File: config.mk
export PLATFORM = sky130hd
export DESIGN_NAME = ram_arbiter
export DESIGN_NICKNAME = d
export VERILOG_FILES = /design/src/rtl/ram_arb_pkg.sv /design/src/rtl/rd_tag_pipe.sv /design/src/rtl/ram_arbiter.sv
export SDC_FILE = /design/constraint.sdc
export NUM_CORES = 1
export LEC_CHECK = 0
export ABC_AREA = 1
export CAP_MARGIN = 20
export CORE_MARGIN = 2
export CORE_UTILIZATION = 35
export DETAILED_ROUTE_END_ITERATION = 8
export PLACE_DENSITY_LB_ADDON = 0.15
export SYNTH_ARGS = -nofsm -noshare
export SYNTH_HDL_FRONTEND = slang
export SYNTH_SLANG_ARGS = --single-unit
File: constraint.sdc
create_clock -name clk -period 1.6 [get_ports clk]
set_input_delay 0.32 -clock clk [delete_from_list [all_inputs] [get_ports clk]]
set_output_delay 0.32 -clock clk [all_outputs]
set_load 0.02 [all_outputs]
File: src/rtl/ram_arb_pkg.sv
// Shared constants and types for the two-port block-RAM arbiter.
package ram_arb_pkg;

    localparam int RAM_AW     = 9;
    localparam int RAM_DW     = 8;
    localparam int RAM_RD_LAT = 2;

    localparam logic PORT_CPU = 1'b0;
    localparam logic PORT_MON = 1'b1;

    typedef struct packed {
        logic valid;
        logic port;
    } rd_tag_t;

endpackage

File: src/rtl/rd_tag_pipe.sv
// Fixed-depth shift register carrying read tags alongside the RAM's read latency.
module rd_tag_pipe
    import ram_arb_pkg::*;
#(
    parameter int DEPTH = RAM_RD_LAT
)(
    input  logic    clk,
    input  logic    rst,
    input  rd_tag_t tag_in,
    output rd_tag_t tag_out
);

    rd_tag_t [DEPTH-1:0] stage;

    always_ff @(posedge clk) begin
        if (!rst) begin
            stage <= '0;
        end else begin
            stage[0] <= tag_in;
            for (int i = 1; i < DEPTH; i++) begin
                stage[i] <= stage[i-1];
            end
        end
    end

    assign tag_out = stage[DEPTH-1];

endmodule

File: src/rtl/ram_arbiter.sv
// Round-robin arbiter sharing one registered-read block RAM between the cpu and the UART monitor.
module ram_arbiter
    import ram_arb_pkg::*;
#(
    parameter int AW        = RAM_AW,
    parameter int DW        = RAM_DW,
    parameter int RD_LAT    = RAM_RD_LAT,
    parameter int MAX_BURST = 4
)(
    input  logic          clk,
    input  logic          rst,
    input  logic          m0_req,
    input  logic          m0_we,
    input  logic [AW-1:0] m0_addr,
    input  logic [DW-1:0] m0_wdata,
    output logic          m0_gnt,
    output logic          m0_rvalid,
    output logic [DW-1:0] m0_rdata,
    input  logic          m1_req,
    input  logic          m1_we,
    input  logic [AW-1:0] m1_addr,
    input  logic [DW-1:0] m1_wdata,
    output logic          m1_gnt,
    output logic          m1_rvalid,
    output logic [DW-1:0] m1_rdata,
    output logic [AW-1:0] ram_raddr,
    output logic [AW-1:0] ram_waddr,
    output logic [DW-1:0] ram_dwrite,
    output logic          ram_write_en,
    input  logic [DW-1:0] ram_dread
);

    localparam int CW = $clog2(MAX_BURST + 1);

    logic          last_owner;
    logic [CW-1:0] burst_cnt;
    logic          hold;
    logic          tie_port;
    logic          accept;
    logic          acc_port;
    logic          acc_we;
    logic [AW-1:0] acc_addr;
    logic [DW-1:0] acc_wdata;
    rd_tag_t       issue_tag;
    rd_tag_t       tag_out;

    // A tie stays with the owner only mid-burst; after an idle cycle it rotates.
    assign hold     = (burst_cnt != '0) && (burst_cnt < CW'(MAX_BURST));
    assign tie_port = hold ? last_owner : !last_owner;

    always_comb begin
        m0_gnt = 1'b0;
        m1_gnt = 1'b0;
        if (rst) begin
            if (m0_req && m1_req) begin
                m0_gnt = (tie_port == PORT_CPU);
                m1_gnt = (tie_port == PORT_MON);
            end else begin
                m0_gnt = m0_req;
                m1_gnt = m1_req;
            end
        end
    end

    assign accept    = (m0_req && m0_gnt) || (m1_req && m1_gnt);
    assign acc_port  = (m1_req && m1_gnt) ? PORT_MON : PORT_CPU;
    assign acc_we    = (acc_port == PORT_MON) ? m1_we    : m0_we;
    assign acc_addr  = (acc_port == PORT_MON) ? m1_addr  : m0_addr;
    assign acc_wdata = (acc_port == PORT_MON) ? m1_wdata : m0_wdata;

    always_ff @(posedge clk) begin
        if (!rst) begin
            last_owner <= 1'b1;
            burst_cnt  <= '0;
        end else if (accept) begin
            last_owner <= acc_port;
            if (acc_port == last_owner) begin
                if (burst_cnt != CW'(MAX_BURST)) begin
                    burst_cnt <= burst_cnt + 1'b1;
                end
            end else begin
                burst_cnt <= CW'(1);
            end
        end else begin
            burst_cnt <= '0;
        end
    end

    always_ff @(posedge clk) begin
        if (!rst) begin
            ram_raddr       <= '0;
            ram_waddr       <= '0;
            ram_dwrite      <= '0;
            ram_write_en    <= 1'b0;
            issue_tag       <= '0;
        end else begin
            ram_write_en    <= accept && acc_we;
            issue_tag.valid <= accept && !acc_we;
            issue_tag.port  <= acc_port;
            if (accept && acc_we) begin
                ram_waddr  <= acc_addr;
                ram_dwrite <= acc_wdata;
            end
            if (accept && !acc_we) begin
                ram_raddr <= acc_addr;
            end
        end
    end

    // issue_tag is aligned with ram_raddr, so after RD_LAT more stages it lines up with ram_dread.
    rd_tag_pipe #(
        .DEPTH (RD_LAT)
    ) u_rd_tag_pipe (
        .clk     (clk),
        .rst     (rst),
        .tag_in  (issue_tag),
        .tag_out (tag_out)
    );

    always_ff @(posedge clk) begin
        if (!rst) begin
            m0_rvalid <= 1'b0;
            m1_rvalid <= 1'b0;
            m0_rdata  <= '0;
            m1_rdata  <= '0;
        end else begin
            m0_rvalid <= tag_out.valid && (tag_out.port == PORT_CPU);
            m1_rvalid <= tag_out.valid && (tag_out.port == PORT_MON);
            if (tag_out.valid && (tag_out.port == PORT_CPU)) begin
                m0_rdata <= ram_dread;
            end
            if (tag_out.valid && (tag_out.port == PORT_MON)) begin
                m1_rdata <= ram_dread;
            end
        end
    end

endmodule

==> results of run 1 <==
## area by class of cell
type                    count  area [sq um]
well taps                  77         96.34
fillers                   632          2525
repair buffers            121          1308
clock buffers               5         68.82
multi-input cells         242          1139
flip-flops and latches     55          1104
inverters                  46         175.2
clock inverters             3         43.79
## stage by stage
stage                     hold slack [ns]  area [sq um]  setup slack [ns]  std cells
after floorplan                    0.3905          2370           0.02268        356
after global placement             0.3917          3478           -0.4308        532
after detailed placement           0.3990          3478           -0.4561        532
after CTS                          0.4178          3625           -0.1612        541
after global routing               0.4502          3934           -0.2267        549
final                              0.4142          3934           -0.1306        549
## cell usage in the layout, fill, tap and decap left out, drive strengths merged
cell           Yosys  routed
a21oi              2       2
buf                8      27
bufinv             0       1
clkbuf             5       8
clkdlybuf4s50      0      52
clkinv             2       4
dfxtp             55      55
dlygate4sd2        0      11
dlymetal6s2s       0      28
ha                 2       2
inv               44      44
nand2            119     119
nand3              8       8
nand4              2       2
nor2              88      88
o211ai             1       1
o21a               1       1
o21ai             17      17
xnor2              1       1
xor2               1       1
## worst min-delay path, stage by stage (launching register included)
cell,delay [ns]
dfxtp_1,0.32
nand2_1,0.05
inv_1,0.04
## kinds of logic (layout without fill, tap and decap cells)
logic type               count (synthesis)  in the layout  synth area share
buffers and inverters                   59            175            0.1082
AO/OA/AOI/OAI                           21             21           0.04646
flip-flops                              55             55            0.4646
AND/OR/NAND/NOR                        217            217            0.3627
XOR/XNOR                                 2              2          0.007393
adder cells (fa/ha/maj)                  2              2           0.01056
## synthesized netlist by cell type (all sizes together)
cell	instances	area share
a21oi	2	0.0042
buf	8	0.027
clkbuf	5	0.0079
clkinv	2	0.0032
dfxtp	55	0.46
ha	2	0.011
inv	44	0.070
nand2	119	0.19
nand3	8	0.029
nand4	2	0.0053
nor2	88	0.14
o211ai	1	0.0032
o21a	1	0.0032
o21ai	17	0.036
xnor2	1	0.0037
xor2	1	0.0037
## sequential cells by signal, indices dropped and copies added, names as in the netlist, 2 cells and up
| signal | flops |
|---|---|
| ram_raddr | 9 |
| u_rd_tag_pipe.tag_out | 2 |
| m0_rdata | 8 |
| issue_tag | 2 |
| u_rd_tag_pipe.stage | 2 |
| m1_rdata | 8 |
| ram_waddr | 9 |
| ram_dwrite | 8 |
| burst_cnt | 3 |
## how the worst max path moves through the flow
stage | endpoint | slack (ns) | cells past startpoint
after floorplan | ram_raddr[0] | 0.02 | 11
after global placement | m1_gnt | -0.43 | 7
after detailed placement | m1_gnt | -0.46 | 7
after CTS | m1_gnt | -0.16 | 8
after global routing | ram_dwrite[1] | -0.23 | 12
final | m1_gnt | -0.13 | 7
## power by group through the flow
stage	clock (W)	combinational [W]	sequential (W)
2_1_floorplan	0	0.000263	0.00158
4_1_cts	0.000945	0.000676	0.00148
5_1_grt	0.00100	0.000834	0.00149
3_3_place_gp	0	0.000665	0.00151
3_5_place_dp	0	0.000672	0.00151
6_report	0.000920	0.000759	0.00148
## layer usage
layer	global-route usage	up-vias
li1	-	1282
met1	0.1847	1056
met2	0.2734	68
met3	0.05429	10
met4	0.04261	0
met5	0	-
## what timing repair did
item	in CTS	in global routing
setup buffers	1	4
gates cloned	0	4
pin swaps	5	17
setup endpoints to repair	44	62
gates resized for setup	35	65
==> out/metrics.yaml, run 1 <==
run_status:
  status: "complete, but fails checks"
  violations: "negative setup slack"
worst_setup_path:
  crit_buf_inv: 3
  slowest_stage: "dfxtp_2"
  reg2reg_depth: 13
  arrival_ns: 1.41
  rr_startpoint: "burst_cnt[0]"
  cp-start-kind: "flop"
  worstPathCellList: "inv_2 -> ha_4 -> o21ai_4 -> nand3_4 -> nand3_4 -> inv_4 -> buf_6"
  cpLargestDelayFamily: "flip-flops"
  cp-startpoint: "burst_cnt[0]"
  max_stage_delay_ns: 0.34
  worstSetupEndpointType: "output pin"
  path_max_fanout: 3
  r2r-end: "ram_waddr[7]"
  path_common_cell: "nand3_4"
  critical_path_required_ns: 1.28
  rrSetupSlack_ns: -0.11
  critPathKind: "reg2out"
pwr:
  cell_internal_pwr_w: 0.002291
  sequentialPowerShare: 0.468
  switching_share: 0.2747
  leakagePower_nw: 2.373
  p_per_area_nw_per_um2: 802.9
  ir_worst_vdd_uv: 383.0
  clockPowerShare: 0.291
  p_sw_w: 0.0008674
  p_comb_frac: 0.240
  design_power_total_w: 0.003158
place:
  place_congestion: 0.7682
  dp_hpwl_mm: 4.088
  portBuffers: 94
global_route:
  grt_pass1_vias: 2173
  overflow: 0
  grt_max_degree: 43
  grt_pass1_wl_mm: 9.453
  grt_usage: 0.1572
  antenna_found_initial: 0
cts:
  cts_root_buf: "clkbuf_8"
  cts.sinks: 55
  cts_tree: "built"
  postCtsHoldBufs: 0
  cts_buffer_depth: 2
  clk_pin_slew_ns: 0.10
  clk_latency_ns: 0.31
  cts_buffers: 5
  htree_num_levels: 2
final_layout:
  syn_to_final_growth_pct: 66.00
  diodes: 0
  fin_util: 0.6091
  drive_gt1_frac: 0.1631
  final_net_count: 521
sta:
  setup_ws_ns: -0.1306
  rsz0062_at_grt: "true"
  final_max_slew_viol_count: 0
  finalHoldViolCount: 0
  worst_pin_slew_ns: 0.3960
  post-route-period-util: 1.082
  fin_crit_ns: 1.731
  setup_viol: 31
  slew_headroom: 0.7360
  fin_setup_tns_ns: -2.034
  clock_skew_ns: 0.007532
  fmax_ghz: 0.5778
flow_run:
  maxCapViolCount: 0
yosys:
  synth_nets: 406
  ys_ff_latch: 55
  synth_area_sq_um: 2370
  syn_inst: 356
  ys_seq_area_frac: 0.4646
  synth_warnings: 0
  synth_cell_types: 22
  avgSynthCellArea_sq_um: 6.657
die:
  rows: 29
  die_w_microns: 86.29
  io_pins: 95
  initial_core_util: 0.3669
  dieHeight_microns: 86.29
  die-area_sq_um: 7445
  coreArea_sq_um: 6459
worst_hold_path:
  hp-class: "reg2reg"
  worst_hold_startpoint: "issue_tag[1]"
  min_to: "u_rd_tag_pipe.stage[1]"
  min_path_cells: 2
detailed_routing:
  wl_met3_microns: 486
  drcViolationCount: 0
  wl_per_cell_microns: 11.18
  wl_met2_mm: 2.940
  drt-total-wl_mm: 6.137
  first_iter_violations: 86
  met1_length_mm: 2.614
  vias: 2416
  via_per_inst: 4.401
  dr.max_layer_used: "met4"
  drtPass1Iterations: 4
  postRouteAntennaNets: 0
Power figures use the tool's default switching activity.
==> run 2, diff against run 1 <==
- CORE_MARGIN: 2 -> not set
- PLACE_DENSITY: not set -> 0.69
- PLACE_DENSITY_LB_ADDON: 0.15 -> not set
- SKIP_LAST_GASP: not set -> 1
==> run 2 against run 1 <==
Compared with the run above: the flow finishes with violations (design-rule violations, negative setup slack); global-route usage increased by 0.52 points; final cell count decreased by 1.8%; sequential share of layout area increased by 1.9 points; routed wire length decreased by 8.5%; first-iteration DRC count decreased by 43%; largest cell class unchanged; highest routed layer unchanged.
==> out/metrics.yaml, run 2 (synthesized netlist as in run 1, its figures left out) <==
worst_setup_path:
  reg2reg_depth: 12  # was 13
  critical_path_required_ns: 1.28  # about the same
  critPathKind: "reg2out"  # unchanged
  path_max_fanout: 3  # unchanged
  max_stage_delay_ns: 0.33  # was 0.34 ns
  cp-startpoint: "burst_cnt[1]"  # was burst_cnt[0]
  r2r-end: "ram_dwrite[4]"  # was ram_waddr[7]
  crit_buf_inv: 3  # unchanged
  slowest_stage: "dfxtp_2"  # unchanged
  worstPathCellList: "inv_1 -> ha_4 -> o21ai_4 -> nand3_4 -> nand3_4 -> inv_2 -> buf_6"  # was inv_2 -> ha_4 -> o21ai_4 -> nand3_4 -> nand3_4 -> inv_4 -> buf_6
  crit_cells: 7  # unchanged
  crit_path_end: "m1_gnt"  # unchanged
  path_common_cell: "nand3_4"  # unchanged
  arrival_ns: 1.42  # was 1.41 ns
  cp-start-kind: "flop"  # unchanged
  cpLargestDelayFamily: "flip-flops"  # unchanged
  worstSetupEndpointType: "output pin"  # unchanged
  rr_startpoint: "burst_cnt[1]"  # was burst_cnt[0]
  rrSetupSlack_ns: -0.07  # was -0.11 ns
die:
  die_w_microns: 84.29  # was 86.29 microns
  initial_core_util: 0.3669  # unchanged
  rows: 29  # unchanged
  dieHeight_microns: 84.29  # was 86.29 microns
  die-area_sq_um: 7104  # was 7445 sq um
  coreArea_sq_um: 6459  # unchanged
  io_pins: 95  # unchanged
final_layout:
  most-common-layout-cells: "nand2_1, nor2_1, dfxtp_1"  # unchanged
  diodes: 0  # unchanged
  final_cell_area_sq_um: 3687  # was 3934 sq um
  fin_util: 0.5709  # was 0.6091
  drive_gt1_frac: 0.09307  # was 0.1631
  nFillCells: 636  # was 632
  final_net_count: 512  # was 521
  syn_to_final_growth_pct: 55.60  # was 66.00%
  final_common_cell: "nand2_1"  # unchanged
  reg.largest.list: "ram_raddr x9, ram_waddr x9"  # unchanged
sta:
  post-route-period-util: 1.089  # was 1.082
  setup_viol: 28  # was 31
  worst_pin_slew_ns: 0.2910  # was 0.3960 ns
  finalHoldViolCount: 0  # unchanged
  final_max_slew_viol_count: 0  # unchanged
  setup_ws_ns: -0.1427  # was -0.1306 ns
  rsz0062_at_grt: "true"  # unchanged
  fmax_ghz: 0.5738  # was 0.5778 GHz
  clock_skew_ns: 0.007971  # was 0.007532 ns
  slew_headroom: 0.8060  # was 0.7360
  fin_crit_ns: 1.743  # was 1.731 ns
flow_run:
  maxCapViolCount: 0  # unchanged
global_route:
  grt_usage: 0.1625  # was 0.1572
  grt_pass1_wl_mm: 9.246  # was 9.453 mm
  grt_max_degree: 34  # was 43
  grt_pass1_vias: 2143  # was 2173
  overflow: 0  # unchanged
  antenna_found_initial: 0  # unchanged
place:
  place_area_sq_um: 3471  # was 3478 sq um
  portBuffers: 94  # unchanged
  dp_hpwl_mm: 4.083  # was 4.088 mm
  place_congestion: 0.7521  # was 0.7682
detailed_routing:
  drtPass1Iterations: 6  # was 4
  wl_per_cell_microns: 10.41  # was 11.18 microns
  via_per_inst: 4.377  # was 4.401
  vias: 2359  # was 2416
  drt-total-wl_mm: 5.613  # was 6.137 mm
  first_iter_violations: 49  # was 86
  drcViolationCount: 14  # was 0
  postRouteAntennaNets: 0  # unchanged
cts:
  cts.sinks: 55  # unchanged
  clk_latency_ns: 0.31  # about the same
  cts_tree: "built"  # unchanged
  clk_pin_slew_ns: 0.09  # was 0.10 ns
  cts_buffer_depth: 2  # unchanged
  cts_buffers: 5  # unchanged
  cts_root_buf: "clkbuf_8"  # unchanged
  htree_num_levels: 2  # unchanged
pwr:
  ir_worst_vdd_uv: 352.4  # was 383.0 uV
  leakagePower_nw: 2.295  # was 2.373 nW
  p_per_area_nw_per_um2: 792.7  # was 802.9 nW/um^2
  design_power_total_w: 0.002923  # was 0.003158 W
run_status:
  violations: "design-rule violations, negative setup slack"  # was negative setup slack
  status: "complete, but fails checks"  # unchanged
worst_hold_path:
  hp-class: "reg2reg"  # unchanged
[run 2: cell types whose count changed in the layout (fill, tap and decap cells not counted), sizes merged]
cell and delta:
clkinv -1, clkbuf -2, buf -6, dlymetal6s2s -1
clkdlybuf4s50 -3, bufinv -1, dlygate4sd2 +4
[run 2: layout make-up]
class / count / area [sq um] / area share
clock buffers: 6 / 82.58 / 0.02240
clock inverters: 1 / 5.005 / 0.001357
inverters: 46 / 172.7 / 0.04683
multi-input cells: 242 / 1067 / 0.2894
flip-flops and latches: 55 / 1104 / 0.2993
well taps: 77 / 96.34 / 0.02613
repair buffers: 112 / 1160 / 0.3146
[run 2: worst min-delay path: stages (launching register included)]
cell     delay [ns]
dfxtp_1        0.31
nand2_1        0.04
inv_1          0.04
[run 2: per-stage QoR]
| step | setup slack (ns) | hold slack [ns] | TNS, ns | cells |
|---|---|---|---|---|
| after global placement | -0.4301 | 0.3912 | -9.984 | 531 |
| final | -0.1427 | 0.4196 | -1.677 | 539 |
| after global routing | -0.2090 | 0.4417 | -5.104 | 539 |
| after detailed placement | -0.4343 | 0.4007 | -10.83 | 531 |
| after floorplan | 0.02268 | 0.3905 | 0 | 356 |
| after CTS | -0.1502 | 0.4216 | -3.091 | 538 |
[run 2: layer usage]
metal	GRT usage	vias up	part of all wire
li1	-	1264	-
met4	0.06113	0	0.018
met5	0	-	0
met1	0.1778	1003	0.43
met3	0.06785	11	0.10
met2	0.2809	81	0.45
[run 2: report_power, final]
part / internal [W] / switching, W
logic: 0.000325 / 0.000346
registers: 0.00144 / 0.0000348
clock network: 0.000341 / 0.000433
[run 2: worst min-delay path by stage]
stage                     depth (start not counted)                        to  slack, ns              startpoint
after floorplan                                   2    u_rd_tag_pipe.stage[0]       0.39            issue_tag[0]
after global placement                            2    u_rd_tag_pipe.stage[1]       0.39            issue_tag[1]
after global routing                              2  u_rd_tag_pipe.tag_out[0]       0.44  u_rd_tag_pipe.stage[0]
final                                             2  u_rd_tag_pipe.tag_out[0]       0.42  u_rd_tag_pipe.stage[0]
after CTS                                         2  u_rd_tag_pipe.tag_out[0]       0.42  u_rd_tag_pipe.stage[0]
after detailed placement                          2  u_rd_tag_pipe.tag_out[0]       0.40  u_rd_tag_pipe.stage[0]
[run 2: timing repair]
item | in CTS | in global routing
hold buffers | 0 | 0
pin swaps | 3 | 4
gates resized for setup | 33 | 38
buffers inserted | 0 | 1
setup endpoints to repair | 48 | 60
